### config.mk
export PLATFORM = sky130hd
export DESIGN_NAME = bcd_counter_0_19
export DESIGN_NICKNAME = d
export VERILOG_FILES = /design/src/rtl/counter_pkg.sv /design/src/rtl/bcd_counter_0_19_seg7.sv /design/src/rtl/bcd_counter_0_19.sv
export SDC_FILE = /design/constraint.sdc
export NUM_CORES = 1
export LEC_CHECK = 0
export BUFFER_PORTS_ARGS = -buffer_cell sky130_fd_sc_hd__buf_2
export CORE_MARGIN = 2
export CORE_UTILIZATION = 40
export CTS_CLUSTER_DIAMETER = 80
export DETAILED_ROUTE_END_ITERATION = 10
export PLACE_DENSITY = 0.59
export SYNTH_ARGS = -nofsm -noshare
export SYNTH_HDL_FRONTEND = slang
export SYNTH_SLANG_ARGS = --single-unit
### constraint.sdc
create_clock -name clk -period 6.3 [get_ports clk]
set_clock_uncertainty 0.05 [all_clocks]
set_input_delay 0.63 -clock clk [delete_from_list [all_inputs] [get_ports clk]]
set_output_delay 0.63 -clock clk [all_outputs]
set_load 0.005 [all_outputs]
### src/rtl/counter_pkg.sv
// Shared display constants: segment bit order, digit patterns and the counter ceiling.
// The downstream scan/multiplex stage imports this package as well.
package counter_pkg;

  localparam int SEG_A = 0;
  localparam int SEG_G = 6;
  localparam int SEG_W = SEG_G - SEG_A + 1;

  localparam logic [SEG_W-1:0] SEG_BLANK = '0;

  // Patterns for 0..9, {g,f,e,d,c,b,a}, active-high
  localparam logic [SEG_W-1:0] SEG_DIGIT [0:9] = '{
    7'h3F, 7'h06, 7'h5B, 7'h4F, 7'h66,
    7'h6D, 7'h7D, 7'h07, 7'h7F, 7'h6F
  };

  localparam int         MAX_COUNT = 19;
  localparam logic [3:0] MAX_ONES  = 4'(MAX_COUNT % 10);
  localparam logic       MAX_TENS  = 1'(MAX_COUNT / 10);

endpackage

### src/rtl/bcd_counter_0_19_seg7.sv
// BCD digit to 7-segment pattern; anything above 9 comes out blank.
module seg7_encode
  import counter_pkg::*;
(
  input  logic [3:0]       digit,
  output logic [SEG_W-1:0] seg
);

  always_comb begin
    seg = SEG_BLANK;
    case (digit)
      4'd0:    seg = SEG_DIGIT[0];
      4'd1:    seg = SEG_DIGIT[1];
      4'd2:    seg = SEG_DIGIT[2];
      4'd3:    seg = SEG_DIGIT[3];
      4'd4:    seg = SEG_DIGIT[4];
      4'd5:    seg = SEG_DIGIT[5];
      4'd6:    seg = SEG_DIGIT[6];
      4'd7:    seg = SEG_DIGIT[7];
      4'd8:    seg = SEG_DIGIT[8];
      4'd9:    seg = SEG_DIGIT[9];
      default: seg = SEG_BLANK;
    endcase
  end

endmodule

### src/rtl/bcd_counter_0_19.sv
// Seconds-style 0..19 BCD counter with push-button run/clear and registered 7-segment outputs.
module bcd_counter_0_19
  import counter_pkg::*;
#(
  parameter int CLK_HZ     = 50_000_000,
  parameter int TICK_HZ    = 1,
  parameter int BLANK_TENS = 1
) (
  input  logic             clk,
  input  logic             rst_n,
  input  logic             run_btn,
  input  logic             clr_btn,
  input  logic             up_dn,
  output logic [SEG_W-1:0] disp0,
  output logic [SEG_W-1:0] disp1,
  output logic [4:0]       count_val,
  output logic             running,
  output logic             wrap_pulse
);

  localparam int DIV = CLK_HZ / TICK_HZ;
  localparam int PW  = (DIV > 2) ? $clog2(DIV) : 1;

  generate
    if (DIV < 2) begin : g_div_check
      $error("bcd_counter_0_19: CLK_HZ/TICK_HZ must be at least 2");
    end
  endgenerate

  logic          run_s1, run_s2, run_q;
  logic          clr_s1, clr_s2, clr_q;
  logic          run_stb, clr_stb;
  logic [PW-1:0] presc;
  logic          tick;
  logic [3:0]    ones, ones_n;
  logic          tens, tens_n;
  logic          wrap_n;
  logic [SEG_W-1:0] seg_ones, seg_tens;

  // Raw button levels: two synchroniser flops, then one more flop for the rising-edge strobe
  always_ff @(posedge clk) begin
    if (!rst_n) begin
      run_s1 <= 1'b0;
      run_s2 <= 1'b0;
      run_q  <= 1'b0;
    end else begin
      run_s1 <= run_btn;
      run_s2 <= run_s1;
      run_q  <= run_s2;
    end
  end

  always_ff @(posedge clk) begin
    if (!rst_n) begin
      clr_s1 <= 1'b0;
      clr_s2 <= 1'b0;
      clr_q  <= 1'b0;
    end else begin
      clr_s1 <= clr_btn;
      clr_s2 <= clr_s1;
      clr_q  <= clr_s2;
    end
  end

  assign run_stb = run_s2 & ~run_q;
  assign clr_stb = clr_s2 & ~clr_q;
  assign tick    = running && (presc == PW'(DIV - 1));

  always_comb begin
    ones_n = ones;
    tens_n = tens;
    wrap_n = 1'b0;
    if (clr_stb) begin
      ones_n = 4'd0;
      tens_n = 1'b0;
    end else if (tick) begin
      if (up_dn) begin
        if (tens == MAX_TENS && ones == MAX_ONES) begin
          ones_n = 4'd0;
          tens_n = 1'b0;
          wrap_n = 1'b1;
        end else if (ones == 4'd9) begin
          ones_n = 4'd0;
          tens_n = 1'b1;
        end else begin
          ones_n = ones + 4'd1;
        end
      end else begin
        if (!tens && ones == 4'd0) begin
          ones_n = MAX_ONES;
          tens_n = MAX_TENS;
          wrap_n = 1'b1;
        end else if (ones == 4'd0) begin
          ones_n = 4'd9;
          tens_n = 1'b0;
        end else begin
          ones_n = ones - 4'd1;
        end
      end
    end
  end

  // A paused prescaler holds its phase so resuming loses no partial period
  always_ff @(posedge clk) begin
    if (!rst_n) begin
      presc      <= '0;
      running    <= 1'b0;
      ones       <= 4'd0;
      tens       <= 1'b0;
      count_val  <= 5'd0;
      wrap_pulse <= 1'b0;
    end else begin
      if (clr_stb || tick) begin
        presc <= '0;
      end else if (running) begin
        presc <= presc + PW'(1);
      end
      running    <= running ^ run_stb;
      ones       <= ones_n;
      tens       <= tens_n;
      count_val  <= tens_n ? (5'd10 + {1'b0, ones_n}) : {1'b0, ones_n};
      wrap_pulse <= wrap_n;
    end
  end

  seg7_encode u_enc_ones (.digit(ones),          .seg(seg_ones));
  seg7_encode u_enc_tens (.digit({3'b000, tens}), .seg(seg_tens));

  // Displays trail count_val by one clock since they encode the already-registered digits
  always_ff @(posedge clk) begin
    if (!rst_n) begin
      disp0 <= SEG_DIGIT[0];
      disp1 <= (BLANK_TENS != 0) ? SEG_BLANK : SEG_DIGIT[0];
    end else begin
      disp0 <= seg_ones;
      disp1 <= ((BLANK_TENS != 0) && !tens) ? SEG_BLANK : seg_tens;
    end
  end

endmodule

==> results of run 1 <==
[area by class of cell]
cell class              count  area [um^2]  share of cell area [%]
clock buffers               6        82.58                   2.906
clock inverters             2        13.76                  0.4844
inverters                  11        41.29                   1.453
multi-input cells         224         1446                   50.90
flip-flops and latches     52         1041                   36.64
well taps                  77        96.34                   3.391
repair buffers             24        120.1                   4.227
[layer usage]
| metal | global-route usage, % | wire length (um) |
|---|---|---|
| met5 | 0 | 0 |
| met4 | 5.628 | 108 |
| met3 | 3.405 | 225 |
| met2 | 22.80 | 2161 |
| met1 | 19.53 | 2569 |
[critical path, cell delays in order, from the launching register on]
cell       delay [ns]
dfxtp_1          0.60
inv_1            0.19
ha_1             0.27
inv_1            0.10
nor3_1           0.06
ha_1             0.26
a2111oi_0        0.37
o2111ai_1        0.17
a21oi_1          0.33
ha_1             0.23
nor3_1           0.06
o31ai_1          0.11
a21o_1           0.17
mux2i_1          0.07
[cell usage in the layout (no fill, tap or decap), types with 4 or more instances in the layout]
cell,count
a21oi_1,8
a31oi_1,6
and2_1,7
and3_1,4
and4_1,4
buf_2,24
clkbuf_8,6
dfxtp_1,52
ha_1,12
inv_1,11
mux2i_1,8
nand2_1,23
nand3_1,10
nand4_1,9
nor2_1,45
nor3_1,14
nor4_1,6
o21ai_0,10
xnor2_1,23
xor2_1,4
[state kept, by name, indices dropped and copies added (netlist names)]
register and flops:
run_q 1, disp1 2, ones 3, running 1, clr_q 1, disp0 7
clr_s2 1, presc 26, tens 1, clr_s1 1, run_s2 1, wrap_pulse 1
run_s1 1, count_val 5
[cell families after synthesis]
kind of cell | after synthesis
multiplexers | 9
AO/OA/AOI/OAI | 33
AND/OR/NAND/NOR | 141
XOR/XNOR | 27
buffers and inverters | 29
other | 1
adder cells (fa/ha/maj) | 12
flip-flops | 52
[power groups by stage]
stage	Clock, W	Combinational [W]	Sequential (W)
after floorplan	0	0.0000150	0.000340
after global placement	0	0.0000181	0.000341
after detailed placement	0	0.0000181	0.000341
after CTS	0.000208	0.0000181	0.000333
after global routing	0.000219	0.0000202	0.000334
final	0.000201	0.0000178	0.000333
[through the flow]
stage	instances	area, um^2	total power (W)
2_1_floorplan	305	2625	0.0003551
3_3_place_gp	388	2745	0.0003590
3_5_place_dp	388	2745	0.0003590
4_1_cts	396	2841	0.0005594
5_1_grt	396	2841	0.0005731
6_report	396	2841	0.0005525
[path summary, 6_finish.rpt]
path,to,slack [ns],cells after the start
setup / recovery,count_val[3]$_SDFF_PN0_,3.15,13
hold / removal,run_s2$_SDFF_PN0_,0.40,1
setup reg to reg,count_val[3]$_SDFF_PN0_,3.15,13
hold reg to reg,run_s2$_SDFF_PN0_,0.40,1
==> impl_metrics.json, run 1 <==
{
  "grt_max_degree": 27,
  "netlist.area_leader.share_pct": 39.71,
  "cts_resized": 0,
  "irDropWorstVdd_mv": 0.1135,
  "clock_latency_ns": 0.31,
  "period_share_pct": 50.03,
  "synth_commonest_cells": "dfxtp_1 (52), nor2_1 (45), nand2_1 (23), xnor2_1 (23), nor3_1 (14)",
  "max_freq_ghz": 0.3173,
  "grt_pass1_vias": 1868,
  "power_frac_clock_pct": 36.4,
  "leakage_nw": 1.042,
  "cts_buffers": 5,
  "maxSlewViolCount": 0,
  "worstPathArrival_ns": 3.29,
  "vias": 2064,
  "ys_seq_area_share_pct": 39.71,
  "hold_path_startpoint": "run_s1$_SDFF_PN0_",
  "synth_most_common_cell": "dfxtp_1",
  "grtUsageTotal_pct": 14.58,
  "antenna-diode-count": 0,
  "clockRootBuffer": "clkbuf_8",
  "start_util_pct": 41.28,
  "die_w_um": 84.95,
  "power.switching_w": 0.0001248,
  "status": "complete, no violations",
  "synth-xor-area-share_pct": 9.021,
  "pwr-share-comb_pct": 3.2,
  "post_cts_buffers": 0,
  "drc": 0,
  "critPathKind": "register to register",
  "wl_mm": 5.066,
  "gp_congestion": 0.8287,
  "rows": 29,
  "maxSlewHeadroom_pct": 30.01,
  "yosysTopAreaCell": "dfxtp_1",
  "wire_per_inst_um": 12.79,
  "core_area_um2": 6350,
  "setup_ws_ns": 3.148,
  "ys_ff_latch": 52,
  "worstMarginPinSlew_ns": 1.047,
  "async_reset_ff_share_pct": 0,
  "synth_edf_count": 0,
  "synth_cell_type_count": 44,
  "clockBufferDepth": 2,
  "dp_hpwl_mm": 3.530,
  "internal-power_w": 0.0004277,
  "layout.nets": 335,
  "drive_gt1_share_pct": 12.85,
  "crit_required_ns": 6.44,
  "first_iter_violations": 152,
  "synth_ff_type": "dfxtp_1",
  "cts.clk_slew.worst_paths_ns": 0.09,
  "swShare_pct": 22.59,
  "muxShareOfSynthArea_pct": 3.484,
  "p_seq_share_pct": 60.3,
  "synthAdderAreaFrac_pct": 5.728,
  "fill_cells": 633,
  "min_period_ns": 3.152,
  "hold_slack_ns": 0.4003,
  "die_area_um2": 7217,
  "cts_tree": "yes",
  "cts_hold_buffers": 0,
  "drt_pass1_iterations": 4,
  "dp_slack_ns": 3.192,
  "tns_ns": 0,
  "p_per_area_nw_per_um2": 194.4,
  "hold_path_class": "register to register",
  "area_growth_pct": 8.401,
  "drtAntennaViolNets": 0,
  "grt_pass1_wl_mm": 8.645,
  "antenna_found_initial": 0,
  "grt_overflow": 0,
  "startpoint": "ones[1]$_SDFF_PN0_",
  "synth_compound_area_share_pct": 7.685,
  "maxCapViolCount": 0,
  "r2r_start": "ones[1]$_SDFF_PN0_",
  "vias_per_cell": 5.212,
  "crit_path_max_fanout": 12,
  "hold_viol": 0,
  "htree_levels": 2,
  "die_h_um": 84.95,
  "finalCoreUtilization_pct": 44.75,
  "end_kind": "register",
  "syn-instance-count": 304,
  "avgSynthCellArea_um2": 8.623,
  "synthSimpleGateAreaFrac_pct": 28.97,
  "synth_area_um2": 2621,
  "numPortBuffers": 24,
  "setup_viol": 0,
  "synth_top_family_by_area": "simple AND/OR/NAND/NOR gates",
  "synth_area_leaders": "dfxtp_1 (40%), xnor2_1 (7.7%), nor2_1 (6.4%)",
  "io_pins": 26,
  "rsz0062_at_grt": "no",
  "cp-start-kind": "register",
  "synth_warnings": 0,
  "cts.sinks": 52
}
Note: power is estimated with default switching activity, not from simulation.
==> run 2: changes to the inputs <==
- clock period: 6.3 -> 3.25 ns (I/O delays scaled with it)
==> impl_metrics.json, run 2 (synthesis results as in run 1) <==
{
  "wire_per_inst_um": 13.04,
  "final_area_um2": 2861,
  "period_share_pct": 88.49,
  "cts.sinks": 52,
  "min_period_ns": 2.876,
  "clock_latency_ns": 0.31,
  "swShare_pct": 22.58,
  "cp-start-kind": "register",
  "grt_pass1_wl_mm": 8.845,
  "rsz0062_at_grt": "no",
  "hold_viol": 0,
  "power.switching_w": 0.0002417,
  "post_cts_buffers": 0,
  "drtAntennaViolNets": 0,
  "clockRootBuffer": "clkbuf_8",
  "antenna-diode-count": 0,
  "gp_congestion": 0.8521,
  "grtUsageTotal_pct": 15.40,
  "maxSlewViolCount": 0,
  "dp_hpwl_mm": 3.653,
  "p_seq_share_pct": 60.4,
  "end_kind": "register",
  "final_common_cell": "dfxtp_1",
  "drive_gt1_share_pct": 13.35,
  "grt_overflow": 0,
  "dpl.cell_count": 391,
  "grt_pass1_vias": 1899,
  "irDropWorstVdd_mv": 0.2452,
  "cts_resized": 0,
  "cts_buffers": 5,
  "leakage_nw": 1.051,
  "cts_tree": "yes",
  "clockBufferDepth": 2,
  "vias": 2097,
  "rows": 29,
  "layout.nets": 338,
  "largest-register": "presc",
  "critPathKind": "register to register",
  "antenna_found_initial": 0,
  "finalPower_w": 0.001071,
  "setup_viol": 0,
  "grt_max_degree": 27,
  "vias_per_cell": 5.256,
  "maxCapViolCount": 0,
  "first_iter_violations": 164,
  "cts_hold_buffers": 0,
  "crit_required_ns": 3.44,
  "place_area_um2": 2768,
  "reg_top3": "presc: 26 flops, disp0: 7 flops, count_val: 5 flops",
  "finalCoreUtilization_pct": 45.06,
  "tns_ns": 0,
  "p_per_area_nw_per_um2": 374.2,
  "cts.clk_slew.worst_paths_ns": 0.09,
  "die_h_um": 84.95,
  "most-common-layout-cells": "dfxtp_1 (52), nor2_1 (45), buf_2 (24)",
  "maxSlewHeadroom_pct": 55.58,
  "max_freq_ghz": 0.3477,
  "drt_pass1_iterations": 4,
  "status": "complete, no violations",
  "die_area_um2": 7217,
  "htree_levels": 2,
  "worstMarginPinSlew_ns": 0.6654,
  "start_util_pct": 41.28,
  "largest_register_ffs": 26,
  "layout.cells.non_filler": 399,
  "area_growth_pct": 9.165,
  "drc": 0,
  "pwr-share-comb_pct": 3.4,
  "internal-power_w": 0.0008291,
  "wl_mm": 5.202,
  "hold_path_class": "input port to register",
  "worstPathArrival_ns": 3.06,
  "crit_path_max_fanout": 11,
  "power_frac_clock_pct": 36.3,
  "core_area_um2": 6350,
  "numPortBuffers": 24,
  "die_w_um": 84.95,
  "io_pins": 26
}
==> run 2: cell types whose count changed in the layout (fill, tap and decap cells not counted) <==
| cell | change |
|---|---|
| buf_4 | +3 |
| clkbuf_1 | +1 |
| clkinv_2 | -1 |
| clkinvlp_4 | +1 |
| inv_6 | -1 |
==> run 2: critical path: stages (launching register included) <==
cell      delay, ns
dfxtp_1        0.39
ha_1           0.19
nand4_1        0.18
or2_2          0.48
nor3_4         0.27
mux2i_1        0.28
nor2_1         0.07
ha_1           0.21
a211oi_1       0.22
nand4_1        0.14
a21o_1         0.19
mux2i_1        0.13
==> run 2: path summary, 6_finish.rpt <==
| check | end | startpoint | cells after the start | slack (ns) |
|---|---|---|---|---|
| setup reg to reg | count_val[3]$_SDFF_PN0_ | presc[0]$_SDFFE_PP0P_ | 11 | 0.37 |
| hold / removal | run_s1$_SDFF_PN0_ | run_btn | 2 | 0.17 |
| setup / recovery | count_val[3]$_SDFF_PN0_ | presc[0]$_SDFFE_PP0P_ | 11 | 0.37 |
| hold reg to reg | run_s2$_SDFF_PN0_ | run_s1$_SDFF_PN0_ | 1 | 0.40 |
==> run 2: routing by layer <==
layer / up-vias / share of wire (%) / track usage (%)
met1: 963 / 49 / 20.10
met5: - / 0 / 0
met2: 46 / 44 / 23.30
met4: 0 / 3.2 / 9.091
met3: 14 / 4.4 / 3.405
li1: 1074 / - / -
==> run 2: layout make-up <==
class	instances	area, um^2
clock buffers	7	86.33
multi-input cells	224	1446
repair buffers	27	142.6
clock inverters	1	7.507
well taps	77	96.34
inverters	11	41.29
flip-flops and latches	52	1041
fillers	607	3488
==> run 2: through the flow <==
stage | hold WS, ns | setup slack, ns
6_report | 0.1662 | 0.3739
5_1_grt | 0.1505 | 0.1197
4_1_cts | 0.1531 | 0.3708
3_5_place_dp | 0.3801 | 0.4174
3_3_place_gp | 0.3656 | 0.4663
2_1_floorplan | 0.3619 | 0.6473
==> run 2: power groups by stage <==
stage | Clock, W | Combinational [W] | Sequential [W]
floorplan | 0 | 0.0000291 | 0.000659
global placement | 0 | 0.0000371 | 0.000661
detailed placement | 0 | 0.0000365 | 0.000661
CTS | 0.000401 | 0.0000366 | 0.000646
global route | 0.000432 | 0.0000413 | 0.000647
finish | 0.000388 | 0.0000364 | 0.000646
==> run 3: changes to the inputs <==
- clock period: 3.25 -> 3.2 ns (I/O delays scaled with it)
==> impl_metrics.json, run 3 (synthesis results as in run 1) <==
{
  "status": "complete, no violations",
  "cts.clk_slew.worst_paths_ns": 0.09,
  "die_area_um2": 7217,
  "drtAntennaViolNets": 0,
  "r2r_slack_ns": 0.31,
  "cts_resized": 0,
  "maxCapViolCount": 0,
  "crit_path_max_fanout": 11,
  "grtUsageTotal_pct": 14.93,
  "setup_ws_ns": 0.3141,
  "internal-power_w": 0.0008905,
  "drive_gt1_share_pct": 13.66,
  "area_growth_pct": 9.928,
  "grt_max_degree": 27,
  "cts_buffers": 5,
  "finalCoreUtilization_pct": 45.38,
  "antenna-diode-count": 0,
  "htree_levels": 2,
  "vias_per_cell": 5.226,
  "crit_required_ns": 3.38,
  "setup_viol": 0,
  "post_cts_buffers": 0,
  "maxSlewViolCount": 0,
  "clockBufferDepth": 2,
  "die_w_um": 84.95,
  "power_frac_clock_pct": 38.1,
  "clock_latency_ns": 0.30,
  "cts.sinks": 52,
  "dp_hpwl_mm": 3.653,
  "core_area_um2": 6350,
  "p_per_area_nw_per_um2": 388.7,
  "largest_register_ffs": 26,
  "fill_cells": 606,
  "rsz0062_at_grt": "no",
  "cts_tree": "yes",
  "first_iter_violations": 113,
  "end_kind": "register",
  "clockRootBuffer": "clkbuf_8",
  "grt_pass1_vias": 1908,
  "min_period_ns": 2.886,
  "hold_viol": 0,
  "finalPower_w": 0.001120,
  "largest-register": "presc",
  "wl_mm": 5.095,
  "p_seq_share_pct": 58.6,
  "dp_slack_ns": 0.3453,
  "reg_top3": "presc: 26 flops, disp0: 7 flops, count_val: 5 flops",
  "numPortBuffers": 24,
  "worstMarginPinSlew_ns": 0.6777,
  "cp-start-kind": "register",
  "gp_congestion": 0.8725,
  "grt_pass1_wl_mm": 8.797,
  "final_common_cell": "dfxtp_1",
  "leakage_nw": 1.068,
  "rows": 29,
  "worstPathArrival_ns": 3.07,
  "antenna_found_initial": 0,
  "period_share_pct": 90.19,
  "grt_overflow": 0,
  "io_pins": 26,
  "max_freq_ghz": 0.3465,
  "drt_pass1_iterations": 4,
  "maxSlewHeadroom_pct": 54.76,
  "hold_path_class": "input port to register",
  "start_util_pct": 41.28,
  "wire_per_inst_um": 12.77,
  "layout.nets": 340,
  "pwr-share-comb_pct": 3.3,
  "swShare_pct": 20.50,
  "critPathKind": "register to register",
  "tns_ns": 0,
  "power.switching_w": 0.0002297,
  "most-common-layout-cells": "dfxtp_1 (52), nor2_1 (45), buf_2 (24)",
  "drc": 0,
  "cts_hold_buffers": 0,
  "irDropWorstVdd_mv": 0.2431,
  "vias": 2085,
  "die_h_um": 84.95
}
==> run 3: cell types whose count changed in the layout (fill, tap and decap cells not counted) <==
cell | before | now
buf_4 | 3 | 5
bufinv_16 | 0 | 1
clkbuf_1 | 1 | 0
clkbuf_8 | 6 | 5
clkinvlp_4 | 1 | 0
==> run 3: power by group through the flow <==
| stage | clock (W) | sequential, W | combinational (W) |
|---|---|---|---|
| CTS | 0.000444 | 0.000657 | 0.0000374 |
| global route | 0.000461 | 0.000657 | 0.0000417 |
| detailed placement | 0 | 0.000672 | 0.0000373 |
| finish | 0.000427 | 0.000656 | 0.0000367 |
| global placement | 0 | 0.000671 | 0.0000374 |
| floorplan | 0 | 0.000670 | 0.0000295 |
==> run 3: through the flow <==
stage | hold slack, ns | instances | cell area, um^2
4_1_cts | 0.1623 | 399 | 2882
5_1_grt | 0.1685 | 399 | 2882
2_1_floorplan | 0.3619 | 305 | 2625
3_3_place_gp | 0.3666 | 393 | 2783
6_report | 0.1695 | 399 | 2882
3_5_place_dp | 0.3790 | 393 | 2783
==> run 3: final timing paths <==
| path | cells past startpoint | endpoint | start |
|---|---|---|---|
| max | 11 | count_val[3]$_SDFF_PN0_ | presc[0]$_SDFFE_PP0P_ |
| min reg2reg | 1 | run_s2$_SDFF_PN0_ | run_s1$_SDFF_PN0_ |
| min | 2 | clr_s1$_SDFF_PN0_ | clr_btn |
| max reg2reg | 11 | count_val[3]$_SDFF_PN0_ | presc[0]$_SDFFE_PP0P_ |
==> run 3: cell type report <==
type / count / area (um^2) / area share (%)
Clock buffer: 5 / 68.82 / 2.388
Inverter: 11 / 41.29 / 1.433
Clock inverter: 1 / 30.03 / 1.042
Sequential cell: 52 / 1041 / 36.13
Tap cell: 77 / 96.34 / 3.343
Timing Repair Buffer: 29 / 157.7 / 5.471
Multi-Input combinational cell: 224 / 1446 / 50.20
==> run 3: worst max-delay path: stages (launching register included) <==
cell and delay [ns]:
dfxtp_1 0.39, ha_1 0.20, nand4_1 0.19, or2_2 0.47, nor3_4 0.27, mux2i_1 0.28
nor2_1 0.08, ha_1 0.21, a211oi_1 0.23, nand4_1 0.14, a21o_1 0.18, mux2i_1 0.13
==> run 3: metal layers <==
metal  global-route usage (%)  wire (um)  share of wire [%]  vias up
li1                         -          -                  -     1079
met1                    19.71       2439                 48      952
met2                    24.08       2345                 46       45
met3                    3.016        194                3.8        9
met4                    5.628        115                2.3        0
met5                        0          0                  0        -
